$ cat config.mk
export PLATFORM = sky130hd
export DESIGN_NAME = verdict_serializer
export DESIGN_NICKNAME = d
export VERILOG_FILES = /design/src/rtl/verdict_pkg.sv /design/src/rtl/verdict_fifo.sv /design/src/rtl/verdict_serializer.sv
export SDC_FILE = /design/constraint.sdc
export NUM_CORES = 2
export LEC_CHECK = 0
export BUFFER_PORTS_ARGS = -buffer_cell sky130_fd_sc_hd__buf_2
export CORE_MARGIN = 5
export CORE_UTILIZATION = 45
export CTS_BUF_LIST = sky130_fd_sc_hd__clkbuf_8
export DETAILED_ROUTE_END_ITERATION = 8
export PLACE_DENSITY = 0.67
export SKIP_CTS_REPAIR_TIMING = 1
export SYNTH_ARGS = -nofsm -noshare
export SYNTH_HDL_FRONTEND = slang
export SYNTH_SLANG_ARGS = --single-unit
$ cat constraint.sdc
create_clock -name clk -period 43 [get_ports clk]
set_input_delay 4.3 -clock clk [delete_from_list [all_inputs] [get_ports clk]]
set_output_delay 4.3 -clock clk [all_outputs]
set_load 0.05 [all_outputs]
$ cat src/rtl/verdict_pkg.sv
// Shared types and header layout for the verdict serializer: the captured frame,
// the output FSM states and the bit positions of the header word.
package verdict_pkg;

    localparam int MASK_W       = 3;
    localparam int WORD_W       = 64;
    localparam int SEQ_MAX_W    = 60;
    localparam int HDR_MASK_LSB = 0;
    localparam int HDR_SEQ_LSB  = 3;
    localparam int HDR_MARK_BIT = 63;

    // seq is kept at its maximum width, zero-extended, so the header can be
    // built without knowing the instance's SEQ_W.
    typedef struct packed {
        logic [MASK_W-1:0]    mask;
        logic signed [63:0]   a;
        logic signed [63:0]   b;
        logic signed [63:0]   c;
        logic [SEQ_MAX_W-1:0] seq;
    } frame_t;

    typedef enum logic [2:0] {
        IDLE,
        HDR,
        VAL_A,
        VAL_B,
        VAL_C
    } state_t;

endpackage

$ cat src/rtl/verdict_fifo.sv
// Frame FIFO. Exposes the head and the entry behind it so the serializer can
// load the next header in the same cycle the current frame is popped.
module verdict_fifo
    import verdict_pkg::*;
#(
    parameter int DEPTH = 8
) (
    input  logic                   clk,
    input  logic                   rst,
    input  logic                   push,
    input  logic                   pop,
    input  frame_t                 din,
    output frame_t                 head,
    output frame_t                 head_next,
    output logic                   full,
    output logic                   empty,
    output logic [$clog2(DEPTH):0] level
);

    localparam int AW = $clog2(DEPTH);
    localparam int LW = AW + 1;

    frame_t         mem [DEPTH];
    logic [AW-1:0]  wr_ptr;
    logic [AW-1:0]  rd_ptr;
    logic           wr_en;
    logic           rd_en;

    assign full  = (level == LW'(DEPTH));
    assign empty = (level == '0);
    assign rd_en = pop && !empty;
    // A push into a full FIFO lands in the slot being freed by the same-cycle pop.
    assign wr_en = push && (!full || rd_en);

    always_ff @(posedge clk or negedge rst) begin
        if (!rst) begin
            wr_ptr <= '0;
            rd_ptr <= '0;
            level  <= '0;
        end else begin
            if (wr_en) wr_ptr <= wr_ptr + AW'(1);
            if (rd_en) rd_ptr <= rd_ptr + AW'(1);
            case ({wr_en, rd_en})
                2'b10:   level <= level + LW'(1);
                2'b01:   level <= level - LW'(1);
                default: level <= level;
            endcase
        end
    end

    always_ff @(posedge clk) begin
        if (wr_en) mem[wr_ptr] <= din;
    end

    assign head      = mem[rd_ptr];
    assign head_next = mem[rd_ptr + AW'(1)];

endmodule

$ cat src/rtl/verdict_serializer.sv
// Captures active monitor output cycles as frames, buffers them and streams each
// frame as a header word plus the active values over a valid/ready link.
module verdict_serializer
    import verdict_pkg::*;
#(
    parameter int DEPTH = 8,
    parameter int SEQ_W = 16
) (
    input  logic                   clk,
    input  logic                   rst,
    input  logic                   en,
    input  logic signed [63:0]     output_a,
    input  logic signed [63:0]     output_b,
    input  logic signed [63:0]     output_c,
    input  logic                   output_a_aktv,
    input  logic                   output_b_aktv,
    input  logic                   output_c_aktv,
    output logic [WORD_W-1:0]      out_data,
    output logic                   out_valid,
    input  logic                   out_ready,
    output logic                   out_last,
    output logic                   overflow,
    output logic [15:0]            drop_count,
    output logic [$clog2(DEPTH):0] fifo_level
);

    // First value state after s whose mask bit is set; IDLE when none remain.
    function automatic state_t next_after(input logic [MASK_W-1:0] m, input state_t s);
        logic [MASK_W-1:0] later;
        case (s)
            HDR:     later = 3'b111;
            VAL_A:   later = 3'b110;
            VAL_B:   later = 3'b100;
            default: later = 3'b000;
        endcase
        later = later & m;
        if (later[0]) return VAL_A;
        if (later[1]) return VAL_B;
        if (later[2]) return VAL_C;
        return IDLE;
    endfunction

    function automatic logic [WORD_W-1:0] header_word(input logic [MASK_W-1:0]    m,
                                                      input logic [SEQ_MAX_W-1:0] s);
        logic [WORD_W-1:0] w;
        w                             = '0;
        w[HDR_MARK_BIT]               = 1'b1;
        w[HDR_SEQ_LSB +: SEQ_MAX_W]   = s;
        w[HDR_MASK_LSB +: MASK_W]     = m;
        return w;
    endfunction

    logic [MASK_W-1:0] mask;
    logic [SEQ_W-1:0]  seq;
    frame_t            in_frame;
    frame_t            head;
    frame_t            head_next;
    frame_t            cur_q;
    frame_t            sel_frame;
    logic              full;
    logic              empty;
    logic              capture;
    logic              xfer;
    logic              pop;
    logic              do_push;
    logic              load;
    state_t            state_q;
    state_t            state_d;
    logic [WORD_W-1:0] val_word;

    assign mask    = {output_c_aktv, output_b_aktv, output_a_aktv};
    assign capture = en && (mask != '0);
    assign xfer    = out_valid && out_ready && en;
    assign pop     = xfer && out_last;
    assign do_push = capture && (!full || pop);

    always_comb begin
        in_frame      = '0;
        in_frame.mask = mask;
        in_frame.a    = output_a;
        in_frame.b    = output_b;
        in_frame.c    = output_c;
        in_frame.seq  = SEQ_MAX_W'(seq);
    end

    verdict_fifo #(
        .DEPTH(DEPTH)
    ) u_fifo (
        .clk      (clk),
        .rst      (rst),
        .push     (do_push),
        .pop      (pop),
        .din      (in_frame),
        .head     (head),
        .head_next(head_next),
        .full     (full),
        .empty    (empty),
        .level    (fifo_level)
    );

    // A new header is loaded either from the buffer or straight from the
    // capturing input, so an idle link shows the header one cycle after capture.
    always_comb begin
        state_d   = state_q;
        load      = 1'b0;
        sel_frame = head;
        case (state_q)
            IDLE: begin
                if (!empty) begin
                    load = 1'b1;
                end else if (do_push) begin
                    load      = 1'b1;
                    sel_frame = in_frame;
                end
            end
            HDR: begin
                if (xfer) state_d = next_after(cur_q.mask, HDR);
            end
            default: begin
                if (xfer) begin
                    if (out_last) begin
                        if (fifo_level > ($clog2(DEPTH)+1)'(1)) begin
                            load      = 1'b1;
                            sel_frame = head_next;
                        end else if (do_push) begin
                            load      = 1'b1;
                            sel_frame = in_frame;
                        end else begin
                            state_d = IDLE;
                        end
                    end else begin
                        state_d = next_after(cur_q.mask, state_q);
                    end
                end
            end
        endcase
        if (load) state_d = HDR;
    end

    always_comb begin
        val_word = '0;
        case (state_d)
            VAL_A:   val_word = cur_q.a;
            VAL_B:   val_word = cur_q.b;
            VAL_C:   val_word = cur_q.c;
            default: val_word = '0;
        endcase
    end

    always_ff @(posedge clk or negedge rst) begin
        if (!rst) begin
            state_q   <= IDLE;
            out_data  <= '0;
            out_valid <= 1'b0;
            out_last  <= 1'b0;
        end else if (en) begin
            state_q <= state_d;
            if (load) begin
                out_data  <= header_word(sel_frame.mask, sel_frame.seq);
                out_valid <= 1'b1;
                out_last  <= 1'b0;
            end else if (state_d != state_q) begin
                out_data  <= val_word;
                out_valid <= (state_d != IDLE);
                out_last  <= (state_d != IDLE) && (next_after(cur_q.mask, state_d) == IDLE);
            end
        end
    end

    // The frame being emitted; it stays at the FIFO head until its last word.
    always_ff @(posedge clk) begin
        if (en && load) cur_q <= sel_frame;
    end

    always_ff @(posedge clk or negedge rst) begin
        if (!rst) begin
            seq        <= '0;
            overflow   <= 1'b0;
            drop_count <= '0;
        end else if (capture) begin
            seq <= seq + SEQ_W'(1);
            if (full && !pop) begin
                overflow <= 1'b1;
                if (drop_count != 16'hFFFF) drop_count <= drop_count + 16'd1;
            end
        end
    end

endmodule

Yosys cells after proc, flatten, opt, wreduce, memory -nomap -nowiden
Memories as Yosys holds them, arrays and structs flattened.
Cells that the tools add are included.
- bits in registers: 307
- RAM bits: 1688
- input port bits: 199
- word-level logic and storage cells: 165
- memories kept: 1
- $add $sub $neg: 6
- magnitude comparators: 1
- eq/ne operators: 12
- multiplexer cells: 102
- bitwise gates (word level): 3
- reductions and logical operators: 26
- memories (name ; depth ; bits a word ; read ports ; clocked after memory_dff ; wr ports ; RTL line ; RTL):
    u_fifo.mem ; 8 ; 211 ; 2 ; 0 ; 1 ; verdict_fifo.sv:23 ; frame_t mem [DEPTH];
- operators by type and width (kind ; number):
    255-bit 2-to-1 mux ; 5
    255-bit case mux with 2 select lines ; 1
    64-bit case mux with 3 select lines ; 1
    64-bit 2-to-1 mux ; 2
    3-bit 2-to-1 mux ; 35
    1-bit 2-to-1 mux ; 53
    16-bit by 1-bit adder with 16-bit output, second input constant ; 2
    16-bit != test, second input constant ; 1
    3-bit by 2-bit equality test with 1-bit output, second input constant ; 4
    3-bit case mux with 2 select lines ; 2
    1-bit logical AND ; 10
    3-bit AND ; 3
    3-bit case mux with 3 select lines ; 1
    4-bit case mux with 2 select lines ; 1
    3-bit by 1-bit adder with 3-bit output, second input constant ; 2
    3-bit by 1-bit equality test with 1-bit output, second input constant ; 2
    3-bit logical NOT ; 2
    3-bit nonzero test ; 2
    4-bit by 1-bit adder with 4-bit output, second input constant ; 1
    4-bit equality test, second input constant ; 1
    4-bit by 1-bit greater-than comparator with 1-bit output, second input constant ; 1
    4-bit logical NOT ; 1
    2-bit AND reduction ; 2
    2-bit nonzero test ; 2
    other kinds (10) ; 13

Depth between registers and ports, before layout
- depth in word-level cells: 55
- gate-level depth with buffers: 13
- mapped depth without buffers: 9

Hierarchy
Synthesis repeated with hierarchy kept, for this count alone.
- cell total of the unflattened synthesis: 5393
- area total of the unflattened synthesis: 108170.0 um^2
- modules (own cells, without submodules) (module ; times used ; cells each ; area an instance (um^2)):
    verdict_fifo ; 1 ; 3925 ; 92043.3
    verdict_serializer ; 1 ; 1468 ; 16126.7

Worst setup path before layout
No wires, ideal clock.
- path type: input-to-reg
- from: input port en
- to: memory u_fifo.mem[2][0] (netlist bit), enable pin
- setup time: 1371 ps
- data arrival time: 27111 ps
- data required time: 41629 ps
- slack: 14518 ps
- cell stages on the path: 10
- cells stage by stage: buf_2 and4_1 buf_2 o21a_1 buf_2 inv_2 buf_2 clkbuf_1 buf_2 nor4b_1
- longest elaborated chain between the ends: 7
- elaborated cells between the ends (all ways): 10
- ends and longest elaborated chain (element ; RTL line ; RTL):
    start: declaration ; verdict_serializer.sv:11 ; input logic en,
    1-bit logical AND ; verdict_serializer.sv:73 ; assign xfer = out_valid && out_ready && en;
    1-bit logical AND ; verdict_serializer.sv:74 ; assign pop = xfer && out_last;
    1-bit logical OR or 1-bit logical AND (tied branches) ; verdict_serializer.sv:75, verdict_fifo.sv:31 ;
    1-bit logical AND or 1-bit logical OR (tied branches) ; verdict_serializer.sv:75, verdict_fifo.sv:33 ;
    1-bit logical AND (*) ; verdict_fifo.sv:33 ; assign wr_en = push && (!full || rd_en);
    1-bit 2-to-1 mux (*) ; verdict_fifo.sv:52 ; if (wr_en) mem[wr_ptr] <= din;
    1-bit 2-to-1 mux (not written as such) (*) ; verdict_fifo.sv:52 ;
    end: declaration ; verdict_fifo.sv:23 ;
Mark *: on every way between the ends. The rest lies on a longest branch, timed or not.

Worst setup path after layout
- from: input port en
- to: register out_data[32]
- longest elaborated chain between the ends: 14
- elaborated cells between the ends (all ways): 29
- ends and longest elaborated chain (element ; RTL line ; RTL):
    1-bit logical AND ; verdict_serializer.sv:73 ;
    1-bit logical AND ; verdict_serializer.sv:74 ;
    1-bit logical OR ; verdict_serializer.sv:75 ; assign do_push = capture && (!full || pop);
    1-bit logical AND ; verdict_serializer.sv:75 ;
    3-bit 2-to-1 mux or 1-bit 2-to-1 mux (tied branches) ; verdict_serializer.sv:125, verdict_serializer.sv:111 ;
    3-bit 2-to-1 mux or 1-bit 2-to-1 mux (tied branches) ; verdict_serializer.sv:122 ; if (fifo_level > ($clog2(DEPTH)+1)'(1)) begin
    3-bit 2-to-1 mux or 1-bit 2-to-1 mux (tied branches) ; verdict_serializer.sv:121 ; if (out_last) begin
    3-bit 2-to-1 mux or 1-bit 2-to-1 mux (tied branches) ; verdict_serializer.sv:120 ; if (xfer) begin
    3-bit case mux with 2 select lines or 1-bit case mux with 2 select lines (tied branches) ; verdict_serializer.sv:107 ; case (state_q)
    3-bit 2-to-1 mux ; verdict_serializer.sv:137 ; if (load) state_d = HDR;
    3-bit equality test or 3-bit by 2-bit equality test with 1-bit output (tied branches) ; verdict_serializer.sv:142 ; case (state_d)
    64-bit case mux with 3 select lines ; verdict_serializer.sv:142 ;
    64-bit 2-to-1 mux ; verdict_serializer.sv:162 ; end else if (state_d != state_q) begin
    64-bit 2-to-1 mux ; verdict_serializer.sv:158 ; if (load) begin
    end signal: assignment ; verdict_serializer.sv:159 ; out_data <= header_word(sel_frame.mask, sel_frame.seq);
    end signal: assignment ; verdict_serializer.sv:163 ; out_data <= val_word;
    end: declaration ; verdict_serializer.sv:18 ; output logic [WORD_W-1:0] out_data,
Several ways; a longest one is shown, not always the timed one. The select of a mux whose other input is x is not followed.
A chain may end at the register's enable or synchronous reset.

==> results.json <==
{
  "clk_path_buf_depth": 4,
  "hold_class": "reg -> reg",
  "clkTransAtPathRegs_ns": 0.06,
  "viasPerCell": 6.823,
  "nFillCells": 17579,
  "grt_max_degree": 159,
  "r2r_setup_slack_ns": 35.92,
  "synthesis.area_mm2": 0.09717,
  "drtPass1Iterations": 8,
  "ios": 286,
  "maxCapViolations": 0,
  "fin_crit_ns": 9.472,
  "ys_seq_area_share_pct": 61.08,
  "r2r-start": "state_q[2]",
  "yosys.area.top_type": "edfxtp_1",
  "cp_slowest_cell": "buf_4",
  "max_stage_delay_ns": 0.92,
  "holdPathStages": 1,
  "most-common-layout-cells": "1883 x edfxtp_1, 844 x mux4_2, 673 x nand2_1",
  "drt-total-wl_um": 300500,
  "tightest_slew_ns": 1.275,
  "yosysWarnings": 0,
  "reg2regPathDepth": 11,
  "synth_top_cell_area_share_pct": 58.19,
  "cp-end-kind": "flop",
  "rsz0062_at_grt": "no",
  "cp.buffers_inverters": 5,
  "htreeDepth": 5,
  "synth-main-ff-cell": "edfxtp_1",
  "gr-total-overflow": 0,
  "core_area_mm2": 0.2148,
  "async_flop_share_pct": 5.614,
  "start_kind": "input pin",
  "ir_worst_vdd_uv": 97.82,
  "ys_seq_elements": 1995,
  "drt-initial-drc-count": 8188,
  "clk_latency_ns": 1.07,
  "p_leak_uw": 0.03414,
  "synthesis.nets": 6321,
  "dieArea_mm2": 0.2253,
  "crit_chain": "buf_2 > and4_1 > nand2_1 > o221ai_4 > buf_4 > nand2_1 > inv_8 > buf_4 > buf_4 > nor4_1 > a31oi_1",
  "fmax_ghz": 0.1056,
  "outcome": "finished clean",
  "syn_to_final_growth_pct": 10.89,
  "drv_slew": 0,
  "antenna_found_initial": 107,
  "cts_made_buffers": 352,
  "fp.dieW_um": 474.7,
  "nets": 6487,
  "syn_area_per_cell_um2": 15.90,
  "whs_ns": 0.4960,
  "timing.rr.end": "out_data[32]",
  "place_hpwl_um": 165200,
  "finalClockSkew_ns": 0.06511,
  "grt_pass1_vias": 62380,
  "criticalPathCategory": "in -> reg",
  "wl_per_cell_um": 31.80,
  "worst-path-max-fanout": 111,
  "cp.arrival_ns": 10.41,
  "grt.total_usage_pct": 26.08,
  "num_rows": 170,
  "synth_edf_count": 1883,
  "synth_cell_types": 71,
  "drc": 0,
  "grt_pass1_wl_um": 433400,
  "final-setup-viol-count": 0,
  "mostFrequentLayoutCell": "edfxtp_1",
  "port_buffers": 285,
  "finalCritPeriodShare_pct": 22.03,
  "relSlewSlack_pct": 14.80,
  "synthTopCellsByArea": "edfxtp_1 58%, mux4_2 20%, dfrtp_1 2.9%",
  "cts.sinks": 1995,
  "die_y_um": 474.7,
  "holdPathEnd": "overflow",
  "gp_congestion": 0.8762,
  "worst_path_most_repeated_cell": "buf_4",
  "vias": 64466,
  "cts-root-buf": "clkbuf_8",
  "initial_core_util_pct": 45.23,
  "hold_viol": 0,
  "setup-tns-final_ns": 0,
  "startpoint": "en",
  "power_density_mw_per_mm2": 77.78,
  "critPathTopFamily": "buffers and inverters",
  "cp.required_ns": 43.93,
  "hp-start": "overflow",
  "post_route_cells_drive_above_1_share_pct": 29.43,
  "cts_tree": "built",
  "drtAntennaViolNets": 0,
  "postSynthCellCount": 6113
}
Yosys cell counts (all sizes together) (3+ instances only):
cell type  count
a41oi         20
nand2b         3
or3            3
inv           10
o21a           5
nor4          66
and3           4
or2            4
and4          70
o221ai       194
o211ai       196
ha             9
nand3         93
nor3         199
nand4          9
nor2         213
xnor2         27
o31a          64
mux4         844
o31ai          6
mux2         210
o21ai        273
clkbuf       351
mux2i          7
edfxtp      1883
nor2b          3
dfrtp        112
nor4b          3
buf          231
nand2        674
nor3b          3
a22oi         16
xor2          13
a21oi         25
and2           3
a31oi        241
cells by family after synthesis:
group,share of synthesized area (%)
AOI/OAI and AO/OA,7.542
buffers and inverters,2.516
xor gates and xnor gates,0.3606
DFF,61.08
muxes,22.07
and+or+nand+nor,6.320
adders and majority gates,0.1159
report_power, final:
group | internal, uW | switching [uW] | leakage [uW]
logic | 1590 | 2330 | 0.0118
registers | 2560 | 242 | 0.0185
clock network | 878 | 780 | 0.00379
total | 5030 | 3350 | 0.0341
state kept, by name (all words and copies together) (netlist names):
register and flops:
cur_q 195, state_q 3, out_valid 1, u_fifo.level 4
u_fifo.wr_ptr 3, u_fifo.rd_ptr 3, overflow 1, out_last 1
seq 16, drop_count 16, u_fifo.mem 1688, out_data 64
per-layer routing:
| layer | GRT usage [%] | share of wire, % | up-vias |
|---|---|---|---|
| met2 | 38.66 | 45 | 4560 |
| met1 | 35.21 | 36 | 33120 |
| li1 | - | - | 25869 |
| met5 | 0 | 0.12 | - |
| met4 | 12.99 | 5.5 | 46 |
| met3 | 7.865 | 13 | 871 |
worst reg2reg max path: stages, from the launching register on:
cell and delay [ns]:
dfrtp_1 0.64, or2_4 0.20, buf_4 0.60, nand2_1 0.97, o221ai_4 0.50, buf_4 0.69, nand2_1 0.39, inv_8 0.74
buf_4 0.93, buf_4 0.97, nor4_1 0.16, a31oi_1 0.19
area by class of cell:
type                       instances  area (um^2)  area share, %
timing repair buffer             394         2539          2.356
sequential                      1995        59360          55.09
tap                             2838         3551          3.296
clock inverter                   238         1244          1.154
multi-input combinational       3526        35560          33.00
inverter                          10        52.55        0.04877
clock buffer                     384         5285          4.905
antenna                           64        160.2         0.1486
per-stage QoR:
stage | instance area [um^2] | std cells | util (%) | power, uW | worst slack, ns
after CTS | 107600 | 9385 | 50.08 | 8374 | 33.71
final | 107700 | 9449 | 50.15 | 8380 | 33.53
after global placement | 101100 | 8763 | 47.04 | 6640 | 32.76
after detailed placement | 101100 | 8763 | 47.04 | 6712 | 32.57
after floorplan | 97170 | 6113 | - | 5674 | 14.52
after global routing | 107600 | 9407 | 50.11 | 8765 | 33.31
worst max-delay path by stage:
stage / end / cells after the start
detailed placement: out_data[18] / 11
global route: out_data[35] / 11
CTS: out_data[18] / 11
global placement: out_data[43] / 11
finish: out_data[32] / 11
floorplan: u_fifo.mem[2][0] / 10
(Power assumes the default switching activity.)
